`src/rtl/cart_sdram_sched.sv`:
```
// Arbitrates the cartridge SDRAM port between the ROM download writer and the
// console read bus, with a one-word tagged read buffer in front of the port.
module cart_sdram_sched #(
    parameter int unsigned AW         = 24,
    parameter int unsigned CART_AW    = 15,
    parameter int unsigned SMALL_BITS = 13
) (
    input  logic               clk_sys,
    input  logic               reset_n,
    input  logic               dl_active,
    input  logic               dl_index0,
    input  logic               dl_wr,
    input  logic [24:0]        dl_addr,
    input  logic [7:0]         dl_data,
    output logic               dl_ovf,
    input  logic               cart_rd,
    input  logic [CART_AW-1:0] cart_addr,
    output logic [7:0]         cart_do,
    output logic               cart_valid,
    output logic               sd_req,
    input  logic               sd_ack,
    output logic [AW-1:0]      sd_a,
    output logic               sd_we,
    output logic [1:0]         sd_ds,
    output logic [15:0]        sd_d,
    input  logic [15:0]        sd_q
);

    typedef enum logic [1:0] {IDLE, WR_WAIT, RD_WAIT} state_t;

    state_t state, state_nx;

    logic               done;
    logic               wr_in;
    logic [CART_AW-1:0] dl_map;
    logic               slot_full;
    logic [CART_AW-1:0] slot_addr;
    logic [7:0]         slot_data;
    logic               tag_valid;
    logic [CART_AW-2:0] tag;
    logic [CART_AW-2:0] rd_word;
    logic               rd_discard;
    logic [15:0]        rd_buf;
    logic               rd_miss;
    logic               issue_slot, issue_dl, issue_rd;
    logic               slot_load, slot_drop;
    logic [CART_AW-1:0] wr_addr;
    logic [7:0]         wr_data;
    logic               unused_addr_bits;

    assign unused_addr_bits = ^dl_addr[24:CART_AW];

    assign done  = (sd_req == sd_ack);
    assign wr_in = dl_wr & dl_active;

    // Small ROMs land in the top of the cartridge window.
    always_comb begin
        dl_map = dl_addr[CART_AW-1:0];
        if (!dl_index0) begin
            dl_map                   = '1;
            dl_map[SMALL_BITS-1:0]   = dl_addr[SMALL_BITS-1:0];
        end
    end

    assign rd_miss = !dl_active && cart_rd &&
                     (!tag_valid || (tag != cart_addr[CART_AW-1:1]));

    always_ff @(posedge clk_sys or negedge reset_n) begin
        if (!reset_n) state <= IDLE;
        else          state <= state_nx;
    end

    always_comb begin
        state_nx = state;
        case (state)
            IDLE: begin
                if (issue_slot || issue_dl) state_nx = WR_WAIT;
                else if (issue_rd)          state_nx = RD_WAIT;
            end
            WR_WAIT: if (done) state_nx = IDLE;
            RD_WAIT: if (done) state_nx = IDLE;
            default: state_nx = IDLE;
        endcase
    end

    // A queued byte always goes first, so writes drain before any read.
    always_comb begin
        issue_slot = (state == IDLE) && slot_full;
        issue_dl   = (state == IDLE) && !slot_full && wr_in;
        issue_rd   = (state == IDLE) && !slot_full && !wr_in && rd_miss;
        slot_load  = wr_in && (((state == IDLE) && slot_full) ||
                               ((state != IDLE) && !slot_full));
        slot_drop  = wr_in && (state != IDLE) && slot_full;
        wr_addr    = slot_full ? slot_addr : dl_map;
        wr_data    = slot_full ? slot_data : dl_data;
    end

    always_ff @(posedge clk_sys or negedge reset_n) begin
        if (!reset_n) begin
            sd_req     <= 1'b0;
            sd_we      <= 1'b0;
            sd_a       <= '0;
            sd_ds      <= 2'b00;
            sd_d       <= '0;
            cart_do    <= '0;
            cart_valid <= 1'b0;
            dl_ovf     <= 1'b0;
            slot_full  <= 1'b0;
            slot_addr  <= '0;
            slot_data  <= '0;
            tag_valid  <= 1'b0;
            tag        <= '0;
            rd_word    <= '0;
            rd_discard <= 1'b0;
            rd_buf     <= '0;
        end else begin
            if (issue_slot || issue_dl) begin
                sd_req <= ~sd_req;
                sd_a   <= AW'(wr_addr[CART_AW-1:1]);
                sd_we  <= 1'b1;
                sd_ds  <= {wr_addr[0], ~wr_addr[0]};
                sd_d   <= {wr_data, wr_data};
            end else if (issue_rd) begin
                sd_req  <= ~sd_req;
                sd_a    <= AW'(cart_addr[CART_AW-1:1]);
                sd_we   <= 1'b0;
                sd_ds   <= 2'b11;
                rd_word <= cart_addr[CART_AW-1:1];
            end

            if (slot_load) begin
                slot_full <= 1'b1;
                slot_addr <= dl_map;
                slot_data <= dl_data;
            end else if (issue_slot) begin
                slot_full <= 1'b0;
            end

            if (slot_drop) dl_ovf <= 1'b1;

            // A read overlapped by a download must not revalidate the tag.
            if (issue_rd)       rd_discard <= 1'b0;
            else if (dl_active) rd_discard <= 1'b1;

            if ((state == RD_WAIT) && done) begin
                rd_buf    <= sd_q;
                tag       <= rd_word;
                tag_valid <= !(rd_discard || dl_active);
            end else if (dl_active) begin
                tag_valid <= 1'b0;
            end

            cart_do    <= cart_addr[0] ? rd_buf[15:8] : rd_buf[7:0];
            cart_valid <= tag_valid && (tag == cart_addr[CART_AW-1:1]) && !dl_active;
        end
    end

endmodule
```
`config.mk`:
```
export PLATFORM = sky130hd
export DESIGN_NAME = cart_sdram_sched
export DESIGN_NICKNAME = d
export VERILOG_FILES = /design/src/rtl/cart_sdram_sched.sv
export SDC_FILE = /design/constraint.sdc
export NUM_CORES = 1
export LEC_CHECK = 0
export ABC_AREA = 1
export ABC_CLOCK_PERIOD_IN_PS = 2600
export CAP_MARGIN = 15
export CORE_ASPECT_RATIO = 0.6
export CORE_MARGIN = 3
export CORE_UTILIZATION = 30
export DETAILED_ROUTE_END_ITERATION = 8
export GPL_TIMING_DRIVEN = 0
export PLACE_DENSITY_LB_ADDON = 0.15
export SLEW_MARGIN = 30
export SYNTH_ARGS = -nofsm -noshare
export SYNTH_HDL_FRONTEND = slang
export SYNTH_SLANG_ARGS = --single-unit
```
`constraint.sdc`:
```
create_clock -name clk_sys -period 2.6 [get_ports clk_sys]
set_input_delay 0.52 -clock clk_sys [delete_from_list [all_inputs] [get_ports clk_sys]]
set_output_delay 0.52 -clock clk_sys [all_outputs]
set_load 0.05 [all_outputs]
```
==> metrics, run 1 <==
status complete, no violations; Synth Instances 556; wire per inst 14.4 um; first-pass GRT wire length 21.1 mm; Clock Power Share 17.8%; final setup margin 0.309 ns; crit end category flop; Max Cap Viol 0; die width 170 um; DIE AREA 17700 um2; Initial Utilization 31.1%; Placement Setup Slack 0.0718 ns; post-CTS setup buffers 0; xor-xnor portion of the synthesized cell area 0.543%; maximum operating frequency 0.436 GHz; dpl hpwl 9.59 mm; Core ar. 15500 um2; synthesized area 4840 um2; Slew Limit Fails 0; total track usage 15.1%; CTS tree built; Clock Skews 0.00741 ns; Clk Tree Root Cell clkbuf_16; Multi-input gate area 1650 um2; part of the power in registers 34.0%; min Tclk post-route 2.29 ns; number of DRC markers in iteration 0 216; Power Dens Cells 1300 nW/um2; total iterations of the first detailed-routing run 5; Syn. warnings 0; CP startpoint kind flop; Max VDD drop 0.702 mV; clk sinks 108; Area Growth Syn to Fin 35.0%; Switch Pwr 3.72 mW; Final Setup Violations 0; simple-gate share of the synthesized area 19.5%; Worst-Skew Late Latency 0.34 ns; clk slew on worst S/H paths 0.08 ns; unrepaired setup endpoints after global routing no; sw frac 43.8%; total wire length 12.8 mm; share of cells above drive strength 1 10.3%; largest family of logic cells by synthesized area simple AND/OR/NAND/NOR gates; Hold WS 0.0415 ns; crit-path most repeated cell clkbuf_2; worst hold path type input pin to async pin; initial antenna violation count 0; post-synthesis mux area share 1.86%; data arrival time of the worst path 2.55 ns; CP max stage delay 0.48 ns; nets 756; CP required 2.86 ns; Final TNS setup 0 ns; clock buffer depth 2; Worst path slowest cell dfrtp_1; worst path cell trace clkinv_1, clkbuf_2, ha_1, nand2_1, inv_1, clkbuf_2, o21ai_0; crit path kind flop to flop; Buf/Inv on CP 4; I/O Buffers 104; syn avg cell area 8.70 um2; layout filler cell count 1551; Yosys reg bits 108; Die H 104 um; Adder-Cell Fraction of Synth Area 1.03%; H-Tree Depth 3; DR vias 3893; diode count 0; CTS Buf Count 9; I/O pin cnt 125; Gate power share 48.2%; Crit Path Max Fanout 10; Final Hold Fails 0; Yosys cell types 31; register area share after synthesis 55.9%; Compound-Gate Fraction of Synth Area 10.4%; largest net degree at the start of global routing 71; max_slew headroom 62.2%; leak pwr 3.18 nW; RD Place Congestion 0.808; worst slew pin tran 0.567 ns; DRC violations left 0; Tcrit/Tclk final 88.1%; delay-heaviest family, CP buffers and inverters; internal power 4.77 mW; total grt overflow 0; Antenna Nets Post-Route 0; post-DR vias/cell 4.38; sequential cell area 2700 um2; vias in the first global route 3933; row count 35
[worst paths after layout]
path | slack, ns | endpoint | startpoint | depth (start not counted)
worst max register to register | 0.31 | slot_addr[13] | slot_full | 7
min in group clk_sys | 0.47 | tag_valid | rd_discard | 1
worst max-delay path | 0.31 | slot_addr[13] | slot_full | 7
worst min-delay path | 0.04 | cart_do[0] | reset_n | 1
max in group asynchronous | 1.91 | sd_a[10] | reset_n | 2
worst min register to register | 0.47 | tag_valid | rd_discard | 1
[state kept, by name, summed over array words and instances (netlist names), 2 cells and up]
name,flops
rd_buf,16
slot_addr,15
rd_word,14
sd_a,14
tag,14
cart_do,8
sd_d,8
slot_data,8
sd_ds,2
state,2
[per-stage QoR]
step	cells	total power [mW]	instance area [um2]	util, %
2_1_floorplan	565	5.66	4870	-
3_3_place_gp	872	6.94	6160	39.7
3_5_place_dp	873	7.05	6200	39.9
4_1_cts	889	8.58	6520	41.9
5_1_grt	889	9.13	6530	42.0
6_report	889	8.48	6530	42.0
[power by group through the flow]
| stage | logic (mW) | registers (mW) | clock network (mW) |
|---|---|---|---|
| final | 4.09 | 2.89 | 1.51 |
| after global routing | 4.53 | 2.99 | 1.62 |
| after CTS | 4.14 | 2.89 | 1.54 |
| after detailed placement | 4.13 | 2.92 | 0 |
| after global placement | 4.04 | 2.90 | 0 |
| after floorplan | 1.98 | 3.68 | 0 |
[worst reg2reg max path, cell delays in order (launching register included)]
cell and delay [ns]:
dfrtp_1 0.48, clkinv_1 0.28, clkbuf_2 0.30, ha_1 0.33, nand2_1 0.28, inv_1 0.12
clkbuf_2 0.23, o21ai_0 0.19
[cells in the mapped netlist]
library cell    n  share of area (%)
a21oi_1         8               0.83
nand2_1       170                 13
inv_2           1              0.078
nand3b_1        1               0.16
buf_8           1               0.31
o21ai_2         5               0.91
o21ai_1         4               0.41
nand2_4         2               0.47
o21ai_0        46                4.8
buf_4          19                2.9
xnor2_1         2               0.36
nand3_2         1               0.21
o31ai_1         2               0.31
nor2_2          2               0.26
o211ai_1       14                2.2
nor2_1         31                2.4
nand2_2         7               0.91
nand2b_1        1               0.13
inv_1          72                5.6
a31oi_1         8                1.0
xor2_1          1               0.18
buf_2           1               0.10
mux2_2          8                1.9
nand3_1        17                1.8
ha_1            4                1.0
clkbuf_1       16                1.2
dfrtp_1       108                 56
clkbuf_2        1               0.10
conb_1          1              0.078
clkinv_1        1              0.078
buf_6           1               0.23
[per-layer routing]
metal  track usage [%]  routed length (um)  up-vias
li1                  -                   -     1963
met1              23.2                6570     1814
met2              21.3                5300      109
met3              3.72                 822        7
met4              3.01                  83        0
met5                 0                   0        -
[what timing repair did]
item / in CTS / in global routing
hold buffers: 0 / 0
gates resized for setup: 0 / 10
setup endpoints to repair: 0 / 60
[cells in the final DEF, fill, tap and decap left out, types with 4 or more instances in the layout]
cell type,instances
nand2_1,170
a31oi_1,8
clkbuf_1,12
clkbuf_2,6
o21ai_2,5
clkbuf_16,9
nor2_1,31
inv_1,72
dfrtp_1,108
o21ai_1,4
mux2_2,8
o211ai_1,14
clkdlybuf4s50_1,103
nand2_2,7
a21oi_1,8
buf_4,19
o21ai_0,46
nand3_1,17
conb_1,10
ha_1,4
[cells by family (layout without fill, tap and decap cells)]
group,count (synthesis),in the layout
xor+xnor,3,3
compound gates,87,87
flops,108,108
mux,8,8
other cells,1,10
simple gates,232,232
buf+inv,113,234
fa+ha+maj,4,4
[layout make-up]
class	count	area share [%]
Buffer	39	3.76
Clock buffer	10	3.51
Clock inverter	6	1.46
Inverter	74	4.26
Multi-Input combinational cell	344	25.3
Sequential cell	108	41.4
Tap cell	203	3.89
Timing Repair Buffer	105	16.4
(Power assumes the default switching activity.)
==> run 2, diff against run 1 <==
Settings changed: SLEW_MARGIN 30 to 20.
==> run 2 against run 1 <==
Net effect:
- register-to-register slack lost 0.06 ns
- power decreased by 2.0%
- critical path type unchanged
- maximum frequency shrank 2.4%
- non-clock buffer count stayed put
- combinational power is essentially flat
- via count down 1.0%
- hold slack better by 0.033 ns
- critical endpoint is now slot_addr[9]
- first-iteration DRC count rose by 5.1%
- worst setup slack got worse by 0.055 ns
- cell count unchanged
- global-route usage fell by 0.084 points
==> metrics, run 2 (synthesis results as in run 1) <==
largest net degree at the start of global routing 71; data arrival time of the worst path 2.56 ns; DIE AREA 17700 um2; Crit. path cell count 6; Biggest register rd_buf; H-Tree Depth 3; total iterations of the first detailed-routing run 4; worst flop-to-flop path startpoint slot_full; DR vias 3853; clk sinks 108; dpl hpwl 9.59 mm; crit end category flop; Clk Tree Root Cell clkbuf_16; initial antenna violation count 0; CTS tree built; total track usage 15.0%; total grt overflow 0; Power Dens Cells 1280 nW/um2; total power 8.31 mW; min Tclk post-route 2.35 ns; max_slew headroom 60.5%; Antenna Nets Post-Route 0; die width 170 um; Final Setup Violations 0; vias in the first global route 3921; Worst Setup SP slot_full; Worst path slowest cell dfrtp_1; I/O pin cnt 125; Worst-Skew Late Latency 0.35 ns; maximum operating frequency 0.426 GHz; wire per inst 14.4 um; crit path kind flop to flop; number of DRC markers in iteration 0 227; Die H 104 um; Clock Skews 0.0110 ns; clk slew on worst S/H paths 0.08 ns; CP max stage delay 0.48 ns; Tcrit/Tclk final 90.2%; worst path cell trace clkinv_1, clkbuf_2, ha_1, nand2_1, clkbuf_1, o21ai_0; most frequent cells in the layout 170 x nand2_1, 108 x dfrtp_1, 103 x clkdlybuf4s50_1; diode count 0; Hold WS 0.0747 ns; commonest non-fill, non-tap cell in the layout nand2_1; worst r2r path cells 6; worst slew pin tran 0.592 ns; CP startpoint kind flop; I/O Buffers 104; max reg flops 16; total wire length 12.8 mm; Cell Area, Placed 6190 um2; final instance area 6480 um2; first-pass GRT wire length 21.0 mm; Buf/Inv on CP 3; status complete, no violations; clock buffer depth 2; CP required 2.81 ns; Final Hold Fails 0; CTS Buf Count 9; top flop regs rd_buf (16), slot_addr (15); Core ar. 15500 um2; DRC violations left 0; Slew Limit Fails 0; delay-heaviest family, CP buffers and inverters; Area Growth Syn to Fin 34.1%; RD Place Congestion 0.808; nets 756; final setup margin 0.254 ns; worst hold path type input pin to async pin; Finished Layout Cells 889; post-DR vias/cell 4.33; unrepaired setup endpoints after global routing no; Initial Utilization 31.1%; Placement Setup Slack 0.0525 ns; Max Cap Viol 0; row count 35; Placed Instances 873; leak pwr 3.16 nW; Crit Path Max Fanout 10; share of cells above drive strength 1 10.3%; Max VDD drop 0.689 mV
run 2: cell types whose count changed in the layout (fill, tap and decap cells not counted):
cell,change
bufinv_16,-2
buf_6,+1
clkbuf_2,-1
clkbuf_8,+1
clkinv_4,-1
buf_8,-1
clkinv_2,+1
clkinvlp_4,+2
run 2: final timing paths:
path / end / slack, ns
max in group asynchronous: slot_addr[4] / 1.86
worst min-delay path: cart_do[0] / 0.07
min in group clk_sys: dl_ovf / 0.47
worst max register to register: slot_addr[9] / 0.25
worst min register to register: dl_ovf / 0.47
worst max-delay path: slot_addr[9] / 0.25
run 2: layout make-up:
| class | count | area (um2) |
|---|---|---|
| buffer | 39 | 244 |
| clock buffer | 10 | 239 |
| clock inverter | 6 | 46.3 |
| fill | 1522 | 9060 |
| inverter | 74 | 278 |
| multi-input combinational | 344 | 1650 |
| sequential | 108 | 2700 |
| tap | 203 | 254 |
| timing repair buffer | 105 | 1070 |
run 2: report_power, final:
| group | leakage, nW | switching [mW] | internal (mW) | total [mW] |
|---|---|---|---|---|
| sequential | 1.31 | 0.425 | 2.47 | 2.89 |
| combinational | 1.72 | 2.66 | 1.44 | 4.10 |
| clock | 0.135 | 0.639 | 0.684 | 1.32 |
run 2: worst reg2reg max path: stages, from the launching register on:
cell and delay (ns):
dfrtp_1 0.48, clkinv_1 0.28, clkbuf_2 0.30, ha_1 0.34, nand2_1 0.29, clkbuf_1 0.38, o21ai_0 0.14
run 2: stage by stage:
stage	setup TNS, ns	util [%]
after floorplan	0	-
after global placement	-351.53	39.7
after detailed placement	0	39.8
after CTS	0	41.7
after global routing	0	41.7
final	0	41.7
run 2: metal layers:
| layer | wire length, um | GRT usage (%) | vias up |
|---|---|---|---|
| met5 | 0 | 0 | - |
| met4 | 40 | 2.78 | 0 |
| met3 | 776 | 4.22 | 4 |
| met2 | 5420 | 21.8 | 94 |
| met1 | 6570 | 22.4 | 1800 |
| li1 | - | - | 1955 |
run 2: timing repair:
item                                    4_1_cts  5_1_grt
setup buffers                                 0        0
hold buffers                                  0        0
gates resized for setup                       0        8
endpoints found under the setup margin        0       59
==> run 3, diff against run 2 <==
Settings changed: ABC_CLOCK_PERIOD_IN_PS 2600 to 2970, REMOVE_ABC_BUFFERS from default to 1, SLEW_MARGIN 20 to default.
Clock period 2.6 ns to 2.97 ns, I/O delays scaled along.
==> run 3 against run 2 <==
Net effect:
- maximum frequency decreased by 9.9%
- via count decreased by 2.2%
- die area unchanged
- flip-flop and latch count unchanged
- register-to-register slack improved by 0.11 ns
- critical path depth increased by 3
- non-clock buffer count decreased by 36
- largest cell class unchanged
==> metrics, run 3 (synthesis results as in run 1) <==
most frequent cells in the layout 169 x nand2_1, 107 x dfrtp_1, 103 x clkdlybuf4s50_1; Final Setup Violations 0; Finished Layout Cells 852; status complete, no violations; part of the power in registers 35.8%; initial antenna violation count 0; Power Dens Cells 1120 nW/um2; RD Place Congestion 0.710; Crit Path Max Fanout 35; DIE AREA 17700 um2; internal power 3.93 mW; nets 720; Clock Power Share 16.1%; total iterations of the first detailed-routing run 5; worst slew pin tran 0.812 ns; share of cells above drive strength 1 7.40%; commonest non-fill, non-tap cell in the layout nand2_1; largest net degree at the start of global routing 61; data arrival time of the worst path 2.88 ns; Tcrit/Tclk final 87.7%; maximum operating frequency 0.384 GHz; Max VDD drop 0.443 mV; crit path kind flop to flop; total wire length 11.6 mm; Area Growth Syn to Fin 30.6%; dpl hpwl 8.38 mm; Biggest register rd_buf; leak pwr 3.05 nW; CTS Buf Count 9; Gate power share 48.2%; Clock Skews 0.0119 ns; total grt overflow 0; H-Tree Depth 3; worst reg2reg endpoint sd_a[13]; Cell Area, Placed 6030 um2; Antenna Nets Post-Route 0; Core ar. 15500 um2; first-pass GRT wire length 19.3 mm; CP max stage delay 0.60 ns; Worst path slowest cell dfrtp_2; Switch Pwr 3.16 mW; row count 35; post-CTS setup buffers 0; CP required 3.24 ns; min Tclk post-route 2.60 ns; worst r2r path cells 9; unrepaired setup endpoints after global routing no; Clk Tree Root Cell clkbuf_16; Worst-Skew Late Latency 0.35 ns; total power 7.09 mW; I/O Buffers 104; CTS tree built; Die H 104 um; reg2reg setup slack 0.37 ns; sw frac 44.6%; crit-path most repeated cell nand2_1; post-DR vias/cell 4.42; top flop regs rd_buf (16), slot_addr (15); worst path cell trace clkinv_4, ha_1, nand2_1, nand2_4, inv_1, nand2_2, inv_2, nand2_1, nand3_2; Slew Limit Fails 0; vias in the first global route 3761; DR vias 3767; Max Cap Viol 0; die width 170 um; max reg flops 16; total track usage 13.6%; number of DRC markers in iteration 0 232; worst hold path type input pin to async pin; final instance area 6320 um2; diode count 0; clk slew on worst S/H paths 0.07 ns; CP startpoint kind flop; Placed Instances 837; wire per inst 13.6 um; I/O pin cnt 125; clock buffer depth 2; Final Hold Fails 0; clk sinks 108; worst flop-to-flop path startpoint slot_full; Hold WS 0.336 ns; crit end category flop; max_slew headroom 45.9%; DRC violations left 0; Final TNS setup 0 ns; Initial Utilization 31.1%
[run 3: cell count changes in the layout (fill, tap and decap cells not counted), sizes merged]
cell,change
buf,-19
clkbuf,-16
clkinv,-1
clkinvlp,-1
[run 3: critical path: cells and delay by family, from the launching register on]
kind / cells / cell delay (ns)
buffers and inverters: 3 / 0.90
AND/OR/NAND/NOR: 5 / 0.69
adder cells (fa/ha/maj): 1 / 0.33
flip-flops: 1 / 0.60
[run 3: cell type report]
| type | count | area [um2] |
|---|---|---|
| clock buffers | 11 | 243 |
| well taps | 203 | 254 |
| fillers | 1553 | 9230 |
| repair buffers | 108 | 1140 |
| clock inverters | 4 | 33.8 |
| inverters | 74 | 283 |
| multi-input cells | 344 | 1660 |
| flip-flops and latches | 108 | 2700 |
[run 3: repair_timing]
action	CTS	global route
setup endpoints to repair	66	39
hold buffers	0	0
gates resized for setup	3	1
[run 3: worst max path at each step]
stage	from	depth (start not counted)	slack (ns)	endpoint
floorplan	slot_full	7	-0.03	sd_a[0]
global placement	reset_n	1	-3.01	slot_data[4]
detailed placement	slot_full	7	-1.09	sd_a[12]
CTS	slot_full	9	0.005	sd_a[13]
global route	slot_full	9	0.08	sd_a[13]
finish	slot_full	9	0.37	sd_a[13]
[run 3: routing by layer]
metal,vias up,part of all wire [%],GRT usage (%)
met5,-,0,0
met4,0,0.79,2.60
met3,9,5.3,3.57
met2,92,41,19.9
met1,1775,53,20.4
li1,1891,-,-
[run 3: power groups by stage]
stage | sequential, mW | combinational (mW) | clock (mW)
finish | 2.54 | 3.42 | 1.14
global route | 2.63 | 3.78 | 1.25
CTS | 2.54 | 3.47 | 1.19
detailed placement | 2.56 | 3.46 | 0
global placement | 2.54 | 3.33 | 0
floorplan | 3.43 | 1.35 | 0
[run 3: stage by stage]
step,worst slack (ns),util (%)
floorplan,-0.0303,-
global placement,-3.01,38.1
detailed placement,-1.09,38.8
CTS,0.00532,40.6
global route,0.0752,40.6
finish,0.365,40.6
